[config.mk]
export PLATFORM = sky130hd
export DESIGN_NAME = spi_cmd_seq
export DESIGN_NICKNAME = d
export VERILOG_FILES = /design/src/rtl/spi_cmd_seq.sv
export SDC_FILE = /design/constraint.sdc
export NUM_CORES = 1
export LEC_CHECK = 0
export CORE_MARGIN = 2
export CORE_UTILIZATION = 49
export DETAILED_ROUTE_END_ITERATION = 12
export MAX_ROUTING_LAYER = met4
export PLACE_DENSITY = 0.78
export REMOVE_ABC_BUFFERS = 1
export SLEW_MARGIN = 5
export SYNTH_ARGS = -nofsm -noshare
export SYNTH_HDL_FRONTEND = slang
export SYNTH_SLANG_ARGS = --single-unit
[constraint.sdc]
create_clock -name clk -period 2.3 [get_ports clk]
set_input_delay 0.575 -clock clk [delete_from_list [all_inputs] [get_ports clk]]
set_output_delay 0.575 -clock clk [all_outputs]
set_load 0.005 [all_outputs]
[src/rtl/spi_cmd_seq.sv]
// UART-command to SPI-transaction sequencer: one command byte (plus a data byte
// for writes) becomes a single SPI access, answered with exactly one response byte.
module spi_cmd_seq #(
  parameter int unsigned TIMEOUT  = 65535,
  parameter logic [7:0]  ACK_BYTE = 8'hA5,
  parameter logic [7:0]  ERR_BYTE = 8'hEE
) (
  input  logic       clk,
  input  logic       rst_n,
  input  logic       rx_valid,
  input  logic [7:0] rx_data,
  output logic       tx_valid,
  input  logic       tx_ready,
  output logic [7:0] tx_data,
  output logic       spi_en,
  output logic       spi_rw,
  output logic [6:0] spi_addr,
  output logic [7:0] spi_wdata,
  input  logic [7:0] spi_rdata,
  input  logic       spi_done,
  output logic       busy,
  output logic       err,
  output logic       drop
);

  localparam int unsigned CNT_W = 16;

  localparam logic [2:0] S_IDLE  = 3'd0;
  localparam logic [2:0] S_GET   = 3'd1;
  localparam logic [2:0] S_ISSUE = 3'd2;
  localparam logic [2:0] S_WAIT  = 3'd3;
  localparam logic [2:0] S_RESP  = 3'd4;

  logic [2:0]       state_q, state_d;
  logic [CNT_W-1:0] cnt_q, cnt_d;
  logic             done_q;
  logic             spi_en_q, spi_en_d;
  logic             spi_rw_q, spi_rw_d;
  logic [6:0]       spi_addr_q, spi_addr_d;
  logic [7:0]       spi_wdata_q, spi_wdata_d;
  logic             tx_valid_q, tx_valid_d;
  logic [7:0]       tx_data_q, tx_data_d;
  logic             busy_q, busy_d;
  logic             err_q, err_d;
  logic             drop_q, drop_d;

  logic [CNT_W:0]   cnt_inc_c;
  logic             tmo_c;
  logic             rise_c;

  // Timeout fires on the cycle whose increment would make the counter equal TIMEOUT.
  assign cnt_inc_c = {1'b0, cnt_q} + (CNT_W+1)'(1);
  assign tmo_c     = (cnt_inc_c == (CNT_W+1)'(TIMEOUT));
  // Only a fresh 0->1 of spi_done counts; a level held from before WAIT is stale.
  assign rise_c    = spi_done & ~done_q;

  always_ff @(posedge clk or negedge rst_n) begin
    if (!rst_n) begin
      state_q     <= S_IDLE;
      cnt_q       <= '0;
      done_q      <= 1'b0;
      spi_en_q    <= 1'b0;
      spi_rw_q    <= 1'b0;
      spi_addr_q  <= '0;
      spi_wdata_q <= '0;
      tx_valid_q  <= 1'b0;
      tx_data_q   <= '0;
      busy_q      <= 1'b0;
      err_q       <= 1'b0;
      drop_q      <= 1'b0;
    end else begin
      state_q     <= state_d;
      cnt_q       <= cnt_d;
      done_q      <= spi_done;
      spi_en_q    <= spi_en_d;
      spi_rw_q    <= spi_rw_d;
      spi_addr_q  <= spi_addr_d;
      spi_wdata_q <= spi_wdata_d;
      tx_valid_q  <= tx_valid_d;
      tx_data_q   <= tx_data_d;
      busy_q      <= busy_d;
      err_q       <= err_d;
      drop_q      <= drop_d;
    end
  end

  always_comb begin
    state_d     = state_q;
    spi_rw_d    = spi_rw_q;
    spi_addr_d  = spi_addr_q;
    spi_wdata_d = spi_wdata_q;
    tx_data_d   = tx_data_q;
    err_d       = 1'b0;
    drop_d      = 1'b0;

    case (state_q)
      S_IDLE: begin
        if (rx_valid) begin
          spi_rw_d   = rx_data[7];
          spi_addr_d = rx_data[6:0];
          state_d    = rx_data[7] ? S_ISSUE : S_GET;
        end
      end
      S_GET: begin
        // A data byte arriving on the timeout cycle still wins.
        if (rx_valid) begin
          spi_wdata_d = rx_data;
          state_d     = S_ISSUE;
        end else if (tmo_c) begin
          err_d     = 1'b1;
          tx_data_d = ERR_BYTE;
          state_d   = S_RESP;
        end
      end
      S_ISSUE: begin
        drop_d  = rx_valid;
        state_d = S_WAIT;
      end
      S_WAIT: begin
        drop_d = rx_valid;
        if (rise_c) begin
          tx_data_d = spi_rw_q ? spi_rdata : ACK_BYTE;
          state_d   = S_RESP;
        end else if (tmo_c) begin
          err_d     = 1'b1;
          tx_data_d = ERR_BYTE;
          state_d   = S_RESP;
        end
      end
      S_RESP: begin
        drop_d = rx_valid;
        if (tx_valid_q && tx_ready) begin
          state_d = S_IDLE;
        end
      end
      default: state_d = S_IDLE;
    endcase

    // Counter restarts from zero on every state entry.
    if ((state_d == state_q) && ((state_q == S_GET) || (state_q == S_WAIT))) begin
      cnt_d = cnt_inc_c[CNT_W-1:0];
    end else begin
      cnt_d = '0;
    end

    spi_en_d   = (state_d == S_ISSUE) || (state_d == S_WAIT);
    tx_valid_d = (state_d == S_RESP);
    busy_d     = (state_d != S_IDLE);
  end

  assign spi_en    = spi_en_q;
  assign spi_rw    = spi_rw_q;
  assign spi_addr  = spi_addr_q;
  assign spi_wdata = spi_wdata_q;
  assign tx_valid  = tx_valid_q;
  assign tx_data   = tx_data_q;
  assign busy      = busy_q;
  assign err       = err_q;
  assign drop      = drop_q;

endmodule

==> run metrics <==
Vias approximately 1600; TritonCTS Buffers 5; antenna-violating nets left 0; CP arrival roughly 2.2 ns; Post-Synthesis Cells 192; hold_buf cts 0; clock-pin slew on the worst setup and hold paths approximately 0.09 ns; top_reg_cell synth dfrtp_1; first-pass GRT wire length around 7.5 mm; Port Buffers between 40 and 50; Fill cells about 350; synthesized flop and latch total 49; most frequent cells after synthesis dfrtp_1 (49), nor2_1 (23), mux2_2 (16), nand3_1 (11), nand2_1 (10); htree depth 2; CP Launch Type flop; area delta synth->final 32.2%; io pins 50; Total Nets Final between 200 and 300; Unique masters post-synth 36; Vias per Instance between 5 and 6; CTS tree yes; critical path class reg -> reg; gpl congestion 0.790; RSZ-0062 raised after global routing no; largest net degree at the start of global routing 27; antenna violations before repair 0; GR Overflow Total 0; setup tns final 0 ns; clock share of power 0.206; Worst Path Required between 2 and 2.5 ns; CTS-repair resized insts 0; Hold Fails Final Rpt 0; combinational share of power 0.367; Initial DRC Count ~110; most frequent cell after synthesis dfrtp_1; Cell Pwr Density approximately 1100 nW/um^2; min-delay worst type in -> async; switching pwr ~0.0009 W; syn avg cell area 11.4 um^2; max-cap viol count 0; Core ar. 4320 um^2; Die X just over 70 um; switching share of power 0.287; GRT Total Usage 0.196; worst slew pin tran between 0.5 and 0.6 ns; Int Pwr roughly 0.0022 W; Slew HR 0.630; Ant. Diodes 0; Crit Reg-Reg Startpoint cnt_q[0]; Worst VDD drop around 0.65 mV; Crit. Startpoint cnt_q[0]; Rows 24; fmax roughly 500 MHz; DR WL/cell around 15 um; clk buf depth 2; Die ar. 5020 um^2; Yosys top cell by area dfrtp_1; R2R setup slack about 0.3 ns; Routed WL 4.47 mm; Yosys Warn Count 0; Setup Skew ~0.013 ns; Worst R2R End busy; worst skew pair latency just over 0.3 ns; final setup fails 0; sequential share of power 0.428; Die H approximately 71 um; share of layout cells above drive strength 1 0.155; final core utilization 0.670; post-layout min period about 2 ns; Final Cycle Share 0.872; vias in the first global route 1656; root buffer cell clkbuf_8; Final Slew Violations 0; synth top area cells dfrtp_1 (56%), mux2_2 (8.2%), nor2_1 (3.9%), xnor2_1 (3.2%), nand2b_1 (2.6%); R2R cell count 7; post-CTS setup repair buffer count 0; First-pass DRT Iterations 4; Post-synth EDFFs 0; sequential element share of the synthesized area 0.559; post-synthesis cell area ~2200 um^2; Crit. End Element flop; P_leak roughly 1.2 nW; drc violations 0; ys async rst share 1.00; outcome finished, final reports clean; Yosys top cell area share 0.559; Initial Util 0.507; HPWL Detailed 3.22 mm; Clock Sinks 49; Crit Path Max Fanout 18
==> cells in the final DEF (no fill, tap or decap), types with 3 or more instances in the layout <==
cell,synthesis,final
a2bb2oi_1,3,3
mux2_2,16,16
nor3_1,4,4
nand2b_1,9,9
xnor2_1,8,8
buf_4,1,6
inv_1,9,9
a21oi_1,4,4
clkdlybuf4s50_1,0,48
nor2_1,23,23
dfrtp_1,49,49
xor2_1,6,6
nand4_1,4,4
nand2_1,10,10
clkbuf_8,0,6
nand3_1,11,11
o22a_1,3,3
nor2b_1,5,5
==> cell families (layout without fill, tap and decap cells) <==
group,Yosys count,in the layout,share of synthesized area
and+or+nand+nor,76,76,0.191
AOI/OAI and AO/OA,21,21,0.0714
muxes,16,16,0.0822
buffers and inverters,14,73,0.0291
DFF,49,49,0.559
adders and majority gates,2,2,0.0114
xor gates and xnor gates,14,14,0.0559
==> worst max-delay path by stage <==
stage          depth (start not counted)    endpoint
5_1_grt                                7        busy
3_5_place_dp                           8  tx_data[3]
3_3_place_gp                           8  tx_data[1]
2_1_floorplan                          7  tx_data[1]
4_1_cts                                7        busy
6_report                               7        busy
==> critical path, cell delays in order, from the launching register on <==
cell	delay [ns]
dfrtp_1	0.36
ha_1	0.27
nand3_1	0.12
xor2_1	0.19
nor3_1	0.33
nand4_4	0.15
nand3_2	0.32
nand4bb_1	0.16
==> stage by stage <==
step | instance area (um^2) | instances | hold WS, ns | power, W | worst slack (ns)
final | 2900 | 303 | 0.242 | 0.00311 | 0.295
after global routing | 2900 | 303 | 0.288 | 0.00328 | 0.156
after CTS | 2900 | 303 | 0.262 | 0.00314 | 0.282
after detailed placement | 2780 | 295 | 0.495 | 0.00249 | 0.0988
after global placement | 2780 | 295 | 0.490 | 0.00245 | 0.197
after floorplan | 2160 | 187 | 0.279 | 0.00179 | 0.359
==> layer usage <==
metal,track usage,vias to the layer above,part of all wire
met4,0.0964,0,0.026
met5,-,-,0
met3,0.0342,10,0.029
li1,-,776,-
met2,0.314,35,0.51
met1,0.242,801,0.43
==> power by group through the flow <==
stage	logic, W	registers [W]	clock network (W)
floorplan	0.000439	0.00135	0
global placement	0.00111	0.00134	0
detailed placement	0.00115	0.00135	0
CTS	0.00115	0.00133	0.000654
global route	0.00122	0.00137	0.000683
finish	0.00114	0.00133	0.000640
==> flip-flops by register name, summed over array words and instances (netlist names) <==
name       flops
cnt_q         16
spi_wdata      8
tx_data        8
spi_addr       7
state_q        3
busy           1
done_q         1
drop           1
err            1
spi_en         1
spi_rw         1
tx_valid       1
==> final cells by class <==
| cell class | instances | area [um^2] | share of cell area |
|---|---|---|---|
| Clock buffer | 6 | 82.6 | 0.0285 |
| Clock inverter | 2 | 37.5 | 0.0130 |
| Inverter | 9 | 33.8 | 0.0117 |
| Multi-Input combinational cell | 129 | 902 | 0.311 |
| Sequential cell | 49 | 1230 | 0.423 |
| Tap cell | 52 | 65.1 | 0.0225 |
| Timing Repair Buffer | 56 | 551 | 0.190 |
Note: power is estimated with default switching activity, not from simulation.
